==> config.mk <==
export PLATFORM = sky130hd
export DESIGN_NAME = rggen_register_bus_arbiter
export DESIGN_NICKNAME = d
export VERILOG_FILES = /design/src/rtl/rggen_register_bus_arbiter.sv
export SDC_FILE = /design/constraint.sdc
export NUM_CORES = 1
export LEC_CHECK = 0
export BUFFER_PORTS_ARGS = -buffer_cell sky130_fd_sc_hd__buf_2
export CORE_ASPECT_RATIO = 0.7
export CORE_UTILIZATION = 42
export CTS_CLUSTER_SIZE = 12
export DETAILED_ROUTE_END_ITERATION = 7
export PLACE_DENSITY_LB_ADDON = 0.25
export SLEW_MARGIN = 20
export SYNTH_ARGS = -nofsm -noshare
export SYNTH_HDL_FRONTEND = slang
export SYNTH_SLANG_ARGS = --single-unit
==> constraint.sdc <==
create_clock -name i_clk -period 1.5 [get_ports i_clk]
set_input_delay 0.225 -clock i_clk [delete_from_list [all_inputs] [get_ports i_clk]]
set_output_delay 0.225 -clock i_clk [all_outputs]
set_load 0.05 [all_outputs]
==> src/rtl/rggen_register_bus_arbiter.sv <==
// Round-robin arbiter that shares one register-bus target between HOSTS requesters.
// Each granted request is captured and replayed until the target completes or the watchdog expires.
module rggen_register_bus_arbiter #(
  parameter int HOSTS          = 2,
  parameter int ADDRESS_WIDTH  = 8,
  parameter int BUS_WIDTH      = 32,
  parameter int TIMEOUT_CYCLES = 0,
  localparam int STROBE_WIDTH  = BUS_WIDTH / 8
) (
  input  logic                            i_clk,
  input  logic                            i_rst,
  input  logic [HOSTS-1:0]                i_host_valid,
  input  logic [HOSTS-1:0]                i_host_write,
  input  logic [HOSTS*ADDRESS_WIDTH-1:0]  i_host_address,
  input  logic [HOSTS*BUS_WIDTH-1:0]      i_host_write_data,
  input  logic [HOSTS*STROBE_WIDTH-1:0]   i_host_strobe,
  output logic [HOSTS-1:0]                o_host_ready,
  output logic [HOSTS*2-1:0]              o_host_status,
  output logic [HOSTS*BUS_WIDTH-1:0]      o_host_read_data,
  output logic                            o_bus_valid,
  output logic                            o_bus_write,
  output logic [ADDRESS_WIDTH-1:0]        o_bus_address,
  output logic [BUS_WIDTH-1:0]            o_bus_write_data,
  output logic [STROBE_WIDTH-1:0]         o_bus_strobe,
  input  logic                            i_bus_ready,
  input  logic [1:0]                      i_bus_status,
  input  logic [BUS_WIDTH-1:0]            i_bus_read_data
);

  localparam int IDX_W = (HOSTS > 1) ? $clog2(HOSTS) : 1;
  localparam int WD_W  = (TIMEOUT_CYCLES > 0) ? $clog2(TIMEOUT_CYCLES + 1) : 1;
  localparam logic [WD_W-1:0] WD_LAST = (TIMEOUT_CYCLES > 0) ? WD_W'(TIMEOUT_CYCLES - 1) : '0;
  localparam logic [1:0] SLAVE_ERROR = 2'b10;

  typedef enum logic {
    IDLE,
    BUSY
  } state_t;

  state_t                    state_q, state_d;
  logic [IDX_W-1:0]          grant_q, grant_d;
  logic [IDX_W-1:0]          ptr_q, ptr_d;
  logic [WD_W-1:0]           wd_q, wd_d;
  logic                      write_q, write_d;
  logic [ADDRESS_WIDTH-1:0]  address_q, address_d;
  logic [BUS_WIDTH-1:0]      write_data_q, write_data_d;
  logic [STROBE_WIDTH-1:0]   strobe_q, strobe_d;

  logic [ADDRESS_WIDTH-1:0]  host_address [HOSTS];
  logic [BUS_WIDTH-1:0]      host_write_data [HOSTS];
  logic [STROBE_WIDTH-1:0]   host_strobe [HOSTS];

  logic [2*HOSTS-1:0]        valid_rot;
  logic [IDX_W:0]            sel_sum;
  logic [IDX_W-1:0]          sel_offset;
  logic [IDX_W-1:0]          sel_idx;
  logic                      sel_found;
  logic [IDX_W-1:0]          next_ptr;
  logic                      timeout;
  logic                      done;

  for (genvar h = 0; h < HOSTS; h++) begin : g_unpack
    assign host_address[h]    = i_host_address[h*ADDRESS_WIDTH+:ADDRESS_WIDTH];
    assign host_write_data[h] = i_host_write_data[h*BUS_WIDTH+:BUS_WIDTH];
    assign host_strobe[h]     = i_host_strobe[h*STROBE_WIDTH+:STROBE_WIDTH];
  end

  // Rotate the valid vector so the priority pointer lands at bit 0, then take the first set bit.
  always_comb begin
    valid_rot  = {i_host_valid, i_host_valid} >> ptr_q;
    sel_found  = 1'b0;
    sel_offset = '0;
    for (int i = 0; i < HOSTS; i++) begin
      if (!sel_found && valid_rot[i]) begin
        sel_found  = 1'b1;
        sel_offset = IDX_W'(i);
      end
    end
    sel_sum = {1'b0, ptr_q} + {1'b0, sel_offset};
    if (sel_sum >= (IDX_W+1)'(HOSTS)) begin
      sel_sum = sel_sum - (IDX_W+1)'(HOSTS);
    end
    sel_idx = sel_sum[IDX_W-1:0];
  end

  assign next_ptr = (grant_q == IDX_W'(HOSTS - 1)) ? '0 : grant_q + 1'b1;
  assign timeout  = (TIMEOUT_CYCLES > 0) && (wd_q == WD_LAST);
  assign done     = (state_q == BUSY) && (i_bus_ready || timeout);

  always_comb begin
    state_d      = state_q;
    grant_d      = grant_q;
    ptr_d        = ptr_q;
    wd_d         = wd_q;
    write_d      = write_q;
    address_d    = address_q;
    write_data_d = write_data_q;
    strobe_d     = strobe_q;
    case (state_q)
      IDLE: begin
        if (sel_found) begin
          grant_d      = sel_idx;
          write_d      = i_host_write[sel_idx];
          address_d    = host_address[sel_idx];
          write_data_d = host_write_data[sel_idx];
          strobe_d     = host_strobe[sel_idx];
          state_d      = BUSY;
        end
      end
      BUSY: begin
        if (done) begin
          ptr_d   = next_ptr;
          wd_d    = '0;
          state_d = IDLE;
        end else if (TIMEOUT_CYCLES > 0) begin
          wd_d = wd_q + 1'b1;
        end
      end
      default: state_d = IDLE;
    endcase
  end

  always_ff @(posedge i_clk or posedge i_rst) begin
    if (i_rst) begin
      state_q      <= IDLE;
      grant_q      <= '0;
      ptr_q        <= '0;
      wd_q         <= '0;
      write_q      <= 1'b0;
      address_q    <= '0;
      write_data_q <= '0;
      strobe_q     <= '0;
    end else begin
      state_q      <= state_d;
      grant_q      <= grant_d;
      ptr_q        <= ptr_d;
      wd_q         <= wd_d;
      write_q      <= write_d;
      address_q    <= address_d;
      write_data_q <= write_data_d;
      strobe_q     <= strobe_d;
    end
  end

  assign o_bus_valid      = (state_q == BUSY);
  assign o_bus_write      = write_q;
  assign o_bus_address    = address_q;
  assign o_bus_write_data = write_data_q;
  assign o_bus_strobe     = strobe_q;

  // Response slices stay zero except for the granted host in its completion cycle.
  always_comb begin
    o_host_ready     = '0;
    o_host_status    = '0;
    o_host_read_data = '0;
    if (done) begin
      for (int h = 0; h < HOSTS; h++) begin
        if (grant_q == IDX_W'(h)) begin
          o_host_ready[h] = 1'b1;
          if (i_bus_ready) begin
            o_host_status[h*2+:2]                = i_bus_status;
            o_host_read_data[h*BUS_WIDTH+:BUS_WIDTH] = i_bus_read_data;
          end else begin
            o_host_status[h*2+:2] = SLAVE_ERROR;
          end
        end
      end
    end
  end

endmodule

---- Word-level counts from Yosys, hierarchy flattened ----
Index checks and enable logic that the tools add are counted.
cells by class
  muxes and demuxes ....................... 30
  bitwise operators ....................... 2
  $add $sub $neg .......................... 3
  reduce and logical (&&, ||, !) cells .... 5
  shift-type cells ........................ 1
  $lt $le $gt $ge ......................... 3
operators with widths
  kind                                                number
  two-way mux 32 bit                                  6
  two-way mux 64 bit                                  1
  two-way mux 8 bit                                   3
  two-way mux 4 bit                                   4
  two-way mux 1 bit                                   11
  two-way mux 2 bit                                   4
  >= comparator 2 bit, second input constant          2
  AND reduction 2 bit                                 2
  right shift 4 x 1 -> 2 bit                          1
  adder 1 x 1 -> 2 bit                                1
  logical AND 1 bit                                   2
  < comparator 1 x 2 -> 1 bit, second input constant  1
  NOT 1 -> 2 bit                                      1
  one-hot mux 1 bit (2 select lines)                  1
  adder 1 bit, second input constant                  1
  logical NOT 1 bit                                   1
  NOT 1 bit                                           1
  subtractor 1 bit, second input constant             1
storage, ports and cells
  flip-flop bits (word level) ............. 48
  logic and storage cells ................. 51
  bits of input ports ..................... 129
  output and inout bits ................... 116

---- Longest topological paths before layout ----
Gate-level depths: netlist (run 1).
  depth after elaboration ................. 12
  gate-level depth with buffers ........... 5
  mapped depth without buffers ............ 3

---- Worst setup path before layout (run 1) ----
OpenSTA, ideal clock, no wires.
  kind .................................... reg2out
  start ................................... reg state_q, in the netlist o_bus_valid
  end ..................................... out o_host_read_data[46]
  data arrival time ....................... 1833 ps
  path buffers ............................ 2
  slack ................................... -558 ps
  data required time ...................... 1275 ps
  cell stages (with the launch flop) ...... 5
  cells stage by stage .................... dfrtp_1 -> and3_1 -> buf_2 -> buf_2 -> and2_1
on the way
  longest elaborated chain between the ends .. 2
ends and longest elaborated chain
  what                    line  text
  start, declared         40    state_t state_q, state_d;
  start signal, assigned  134   state_q <= state_d;
  logical AND 1 bit       88    assign done = (state_q == BUSY) && (i_bus_ready || timeout);
  two-way mux 64 bit      156   if (done) begin
  end, declared           19    output logic [HOSTS*BUS_WIDTH-1:0] o_host_read_data,
Every way passes these cells.

---- Worst setup path after layout (run 1) ----
  start ................................... reg state_q, in the netlist o_bus_valid
  end ..................................... out o_host_read_data[38]
The elaborated chain is that of the path after synthesis.

==> flow_metrics.py, run 1 <==
metrics = {
    "min_path": {
        "min-delay-start": "i_bus_ready",
        "hold_path.class": "input port to flop",
        "whs_endpoint": "o_bus_valid$_DFF_PP0_",
        "worstHoldPathCells": 2,
    },
    "drt": {
        "avgRoutedWirePerCell_um": 19.6,
        "vias": 4238,
        "drt_iter0_markers": 431,
        "ant_nets": 0,
        "drc": 0,
        "vias_per_cell": 5.78,
        "firstDrtPassIters": 5,
        "routed_wl_um": 14400,
    },
    "logic_synthesis": {
        "yosysUniqueCellTypes": 19,
        "avgSynthCellArea_um2": 8.53,
        "ys_seq_elements": 48,
        "yosysSeqAreaShare_pct": 34.8,
        "synth_warnings": 0,
        "syn-num-nets": 534,
        "synth_area_um2": 3460,
        "synth_top_area_share_pct": 34.8,
        "synthTopCellsByArea": "dfrtp_1 (35%), a2111o_1 (15%), and2_1 (12%)",
        "synth_cells": 405,
        "synth_area_leader_cell": "dfrtp_1",
    },
    "worst_setup_path": {
        "worstPathArrival_ns": 1.42,
        "r2r_cells": 6,
        "crit_required_ns": 1.27,
        "end_kind": "primary output",
        "crit_path_start_kind": "flop",
        "r2r-start": "o_bus_valid$_DFF_PP0_",
        "max_stage_delay_ns": 0.42,
        "cpMaxStageDelayCell": "dfrtp_2",
        "crit_path_cell_trace": "and3_4 > clkbuf_16 > and2_2 > buf_6",
        "crit_path_max_fanout": 9,
        "worstSetupPathType": "flop to primary output",
        "worst-r2r-setup-slack_ns": 0.09,
        "r2r_end": "o_bus_strobe[3]$_DFFE_PP0P_",
    },
    "sta": {
        "fin_crit_ns": 1.64,
        "slew_headroom_pct": 65.8,
        "finClkSkew_ns": 0.0104,
        "worst_slack_ns": -0.140,
        "post-route-period-util_pct": 109,
        "fmax_ghz": 0.610,
        "maxSlewViolCount": 0,
        "tightest_slew_ns": 0.512,
        "rsz0062_at_grt": "yes",
        "hold_viol": 0,
        "setup-violations-final": 68,
    },
    "cells_and_area": {
        "fin_area_um2": 5740,
        "nets": 759,
        "drive_gt1_share_pct": 55.8,
        "nFillCells": 550,
        "final-instance-count-excl-fill": 733,
        "final_common_cell": "buf_2",
        "layout_common_cells": "buf_2 (173), nand2_1 (46), dfrtp_1 (46)",
        "area_growth_pct": 66.1,
    },
    "placed_design": {
        "dpl.cell_count": 717,
        "post-dp-hpwl_um": 8590,
        "gp_congestion": 0.776,
        "io_buffers": 244,
        "dpl_cell_area_um2": 4900,
        "dp_slack_ns": 0.0737,
    },
    "pwr": {
        "p_per_area_nw_per_um2": 1700,
        "max-vdd-ir-drop_uv": 1180,
        "p_leak_nw": 2.96,
        "power.total_mw": 9.76,
    },
    "floorplan": {
        "die_x_um": 110,
        "core_area_um2": 7910,
        "io_pins": 245,
        "floorplan.die_area_um2": 8600,
        "fp-row-count": 27,
        "fp.dieH_um": 77.9,
        "initial_core_util_pct": 43.7,
    },
    "cts": {
        "clock_latency_ns": 0.28,
        "cts_htree_levels": 2,
        "clk_path_buf_depth": 2,
        "cts.sinks": 48,
        "cts_buffers": 5,
        "clock-root-buffer": "clkbuf_16",
        "tritoncts": "built",
        "clkTransAtPathRegs_ns": 0.05,
    },
    "grt": {
        "grt_util_met2_pct": 51.1,
        "gr-total-overflow": 0,
        "antenna_found_initial": 0,
        "grt_max_degree": 52,
        "grtUsageMet3_pct": 7.27,
        "top_usage_layer": "met2",
        "first_global_vias": 3935,
        "grt.total_usage_pct": 30.3,
        "met1_usage_pct": 38.1,
        "grt_pass1_wl_um": 20900,
    },
    "run_status": {
        "status": "finished, violations left",
        "violations": "negative setup slack",
    },
    "job": {
        "drv_cap": 0,
    },
}
-- worst max path at each step --
| stage | cells after the start | startpoint | to | slack, ns |
|---|---|---|---|---|
| CTS | 4 | grant_q$_DFFE_PP0P_ | o_host_read_data[38] | -0.12 |
| global route | 4 | grant_q$_DFFE_PP0P_ | o_host_read_data[32] | -0.18 |
| global placement | 4 | o_bus_valid$_DFF_PP0_ | o_host_read_data[37] | 0.1 |
| floorplan | 4 | o_bus_valid$_DFF_PP0_ | o_host_read_data[32] | -0.05 |
| detailed placement | 4 | o_bus_valid$_DFF_PP0_ | o_host_read_data[41] | 0.07 |
| finish | 4 | o_bus_valid$_DFF_PP0_ | o_host_read_data[38] | -0.14 |
-- sequential cells by signal (all words and copies together), names as in the netlist --
signal,count
o_bus_strobe,4
o_bus_address,8
ptr_q,1
grant_q,1
o_bus_valid,1
o_bus_write,1
o_bus_write_data,32
-- worst max-delay path, delay by kind of cell (launching register included) --
family | cells | cell delay (ns)
DFF | 1 | 0.42
and+or+nand+nor | 2 | 0.40
buffers and inverters | 2 | 0.32
-- logic make-up (layout without fill, tap and decap cells) --
kind of cell | count (synthesis) | in the layout | share of synthesized area (%)
buffers and inverters | 99 | 325 | 13.9
DFF | 48 | 48 | 34.8
AOI/OAI and AO/OA | 95 | 95 | 26.9
other | 0 | 1 | 0
and+or+nand+nor | 163 | 163 | 24.4
-- where the power goes --
part | total (mW) | switching, mW | internal [mW]
combinational | 6.49 | 4.57 | 1.92
sequential | 2.19 | 0.333 | 1.86
clock | 1.08 | 0.453 | 0.622
total | 9.76 | 5.35 | 4.40
-- per-layer routing --
layer | wire (um) | up-vias
met2 | 7180 | 238
met3 | 1060 | 34
li1 | - | 1915
met5 | 0 | -
met4 | 486 | 0
met1 | 5660 | 2051
-- layout make-up --
class	instances	area [um2]	area share (%)
antenna	1	2.50	0.0436
clock buffer	7	133	2.31
clock inverter	1	8.76	0.153
inverter	48	180	3.14
multi-input combinational	258	1930	33.6
sequential	48	1200	21.0
tap	101	126	2.20
timing repair buffer	269	2150	37.5
-- synthesized netlist by cell type --
library cell / n
a2111o_1: 45
a21oi_1: 2
a31oi_1: 1
and2_1: 68
and3_1: 1
buf_2: 25
buf_4: 1
buf_6: 10
clkbuf_1: 15
dfrtp_1: 48
inv_1: 46
inv_2: 2
nand2_1: 47
nand3_1: 45
nor2_1: 1
nor2_2: 1
o2111ai_1: 45
o21ai_1: 1
o21bai_1: 1
-- metrics by stage --
| stage | util, % | TNS [ns] | hold slack, ns |
|---|---|---|---|
| final | 72.6 | -7.76 | 0.203 |
| after global routing | 72.6 | -10.24 | 0.207 |
| after CTS | 70.6 | -5.39 | 0.179 |
| after detailed placement | 62.0 | 0 | 0.290 |
| after global placement | 62.0 | 0 | 0.288 |
| after floorplan | - | -1.64 | 0.316 |
-- what timing repair did --
item                       CTS  global route
gates resized for setup    162            32
hold buffers                 1             0
gates cloned                 0             3
setup buffers                1             2
setup endpoints to repair   70            99
hold endpoints to repair    40             0
pin swaps                    0             1
No activity file was read; power rests on OpenSTA's default activity.
==> inputs of run 2 (changes only) <==
- MAX_ROUTING_LAYER: default -> met4
==> run 2 against run 1 <==
  * The flow still finishes with violations (negative setup slack)
  * Global-route usage grew 0.81 points
  * Critical path depth unchanged
  * Largest power group unchanged
  * Design area hardly changed
  * Sequential share of layout area is essentially flat
  * Register-to-register slack about the same
  * Flip-flop and latch count unchanged
  * Core utilization barely moved
  * Final cell count is 0.14% lower
  * Die area is the same
  * Sequential power about the same
  * Clock-buffer cell count stayed put
  * First-iteration DRC count decreased by 11%
  * Critical endpoint is now o_host_read_data[60]
==> flow_metrics.py, run 2 (synthesis gave the netlist of run 1 again) <==
metrics = {
    "run_status": {
        "status": "finished, violations left",
        "violations": "negative setup slack",
    },
    "worst_setup_path": {
        "worstSetupPathType": "flop to primary output",
        "crit_required_ns": 1.27,
        "crit_start": "o_bus_valid$_DFF_PP0_",
        "cp.buffers_inverters": 2,
        "r2r-start": "o_bus_valid$_DFF_PP0_",
        "crit_path_start_kind": "flop",
        "r2r_end": "o_bus_write_data[16]$_DFFE_PP0P_",
        "cpMaxStageDelayCell": "dfrtp_2",
        "crit_path_max_fanout": 9,
        "crit_path_cell_trace": "and3_4 > clkbuf_16 > and2_2 > buf_6",
        "cp-endpoint": "o_host_read_data[60]",
        "r2r_cells": 6,
        "worstPathArrival_ns": 1.41,
        "max_stage_delay_ns": 0.42,
        "worst-r2r-setup-slack_ns": 0.09,
        "cp_num_cells": 4,
        "crit_family": "flip-flops",
        "end_kind": "primary output",
    },
    "cts": {
        "tritoncts": "built",
        "cts_buffers": 5,
        "clkTransAtPathRegs_ns": 0.05,
        "clock-root-buffer": "clkbuf_16",
        "clock_latency_ns": 0.28,
        "cts.sinks": 48,
        "cts_htree_levels": 2,
        "clk_path_buf_depth": 2,
    },
    "placed_design": {
        "dpl_cell_area_um2": 4900,
        "io_buffers": 244,
        "gp_congestion": 0.786,
        "dpl.cell_count": 717,
        "post-dp-hpwl_um": 8590,
    },
    "floorplan": {
        "floorplan.die_area_um2": 8600,
        "fp.dieH_um": 77.9,
        "die_x_um": 110,
        "io_pins": 245,
        "initial_core_util_pct": 43.7,
        "core_area_um2": 7910,
        "fp-row-count": 27,
    },
    "grt": {
        "gr-total-overflow": 0,
        "antenna_found_initial": 0,
        "grt.total_usage_pct": 31.1,
        "first_global_vias": 3935,
        "grt_max_degree": 52,
        "grt_pass1_wl_um": 20900,
    },
    "drt": {
        "avgRoutedWirePerCell_um": 19.5,
        "routed_wl_um": 14200,
        "vias": 4213,
        "ant_nets": 0,
        "vias_per_cell": 5.76,
        "firstDrtPassIters": 5,
        "drt_iter0_markers": 383,
        "drc": 0,
    },
    "sta": {
        "setup-violations-final": 68,
        "rsz0062_at_grt": "yes",
        "hold_viol": 0,
        "post-route-period-util_pct": 109,
        "tightest_slew_ns": 0.493,
        "worst_slack_ns": -0.138,
        "finClkSkew_ns": 0.0110,
        "maxSlewViolCount": 0,
        "slew_headroom_pct": 67.1,
        "fmax_ghz": 0.610,
        "fin_crit_ns": 1.64,
    },
    "job": {
        "drv_cap": 0,
    },
    "cells_and_area": {
        "final-instance-count-excl-fill": 732,
        "nets": 759,
        "layout_common_cells": "buf_2 (173), nand2_1 (46), dfrtp_1 (46)",
        "final-seq-area_um2": 1200,
        "final_common_cell": "buf_2",
        "area_growth_pct": 66.0,
        "fin_area_um2": 5740,
        "drive_gt1_share_pct": 55.8,
        "multi_input_area_um2": 1930,
        "antenna_cells": 0,
        "nFillCells": 551,
        "largest_register_ffs": 32,
    },
    "min_path": {
        "hold_path.class": "input port to flop",
        "min-delay-start": "i_bus_ready",
    },
    "pwr": {
        "p_per_area_nw_per_um2": 1700,
        "p_leak_nw": 2.96,
        "power.total_mw": 9.76,
        "max-vdd-ir-drop_uv": 1180,
    },
}
[run 2: cell type report]
cell class                      instances  area share (%)
Timing Repair Buffer                  269            37.6
Multi-Input combinational cell        258            33.7
Sequential cell                        48            21.0
Inverter                               48            3.14
Clock buffer                            7            2.31
Tap cell                              101            2.20
Clock inverter                          1           0.153
[run 2: through the flow]
step	setup TNS [ns]	util [%]	worst slack [ns]	hold slack, ns
6_report	-7.61	72.6	-0.138	0.200
5_1_grt	-10.21	72.6	-0.178	0.207
4_1_cts	-5.39	70.6	-0.115	0.179
3_5_place_dp	0	62.0	0.0737	0.290
3_3_place_gp	0	62.0	0.0958	0.288
2_1_floorplan	-1.64	-	-0.0491	0.316
[run 2: worst reg2reg max path: cells and delay by family, from the launching register on]
family / cells / cell delay, ns
buffers and inverters: 3 / 0.49
AOI/OAI and AO/OA: 1 / 0.24
DFF: 1 / 0.42
and+or+nand+nor: 2 / 0.14
[run 2: how the worst min path moves through the flow]
stage	end	slack (ns)	cells past startpoint
floorplan	o_bus_valid$_DFF_PP0_	0.32	1
global placement	o_bus_write_data[5]$_DFFE_PP0P_	0.29	3
detailed placement	o_bus_write_data[5]$_DFFE_PP0P_	0.29	3
CTS	o_bus_valid$_DFF_PP0_	0.18	2
global route	o_bus_valid$_DFF_PP0_	0.21	2
finish	o_bus_valid$_DFF_PP0_	0.20	2
[run 2: report_power, final]
| part | leakage [nW] | total (mW) | internal, mW | switching, mW |
|---|---|---|---|---|
| logic | 2.31 | 6.49 | 1.92 | 4.57 |
| registers | 0.587 | 2.19 | 1.86 | 0.330 |
| clock network | 0.0681 | 1.08 | 0.623 | 0.455 |
| total | 2.96 | 9.76 | 4.40 | 5.35 |
[run 2: per-layer routing]
layer  vias to the layer above  track usage (%)  routed length (um)
met4                         0             10.3                 533
li1                       1914                -                   -
met1                      2037             38.0                5640
met2                       224             51.2                7100
met3                        38             6.95                 967
met5                         -                -                   0
[run 2: repair_timing]
item | 4_1_cts | 5_1_grt
endpoints found under the hold margin | 40 | 0
cloned | 0 | 3
pin swaps | 0 | 1
setup endpoints to repair | 70 | 99
gates resized for setup | 162 | 32
hold buffers | 1 | 0
buffers inserted | 1 | 2
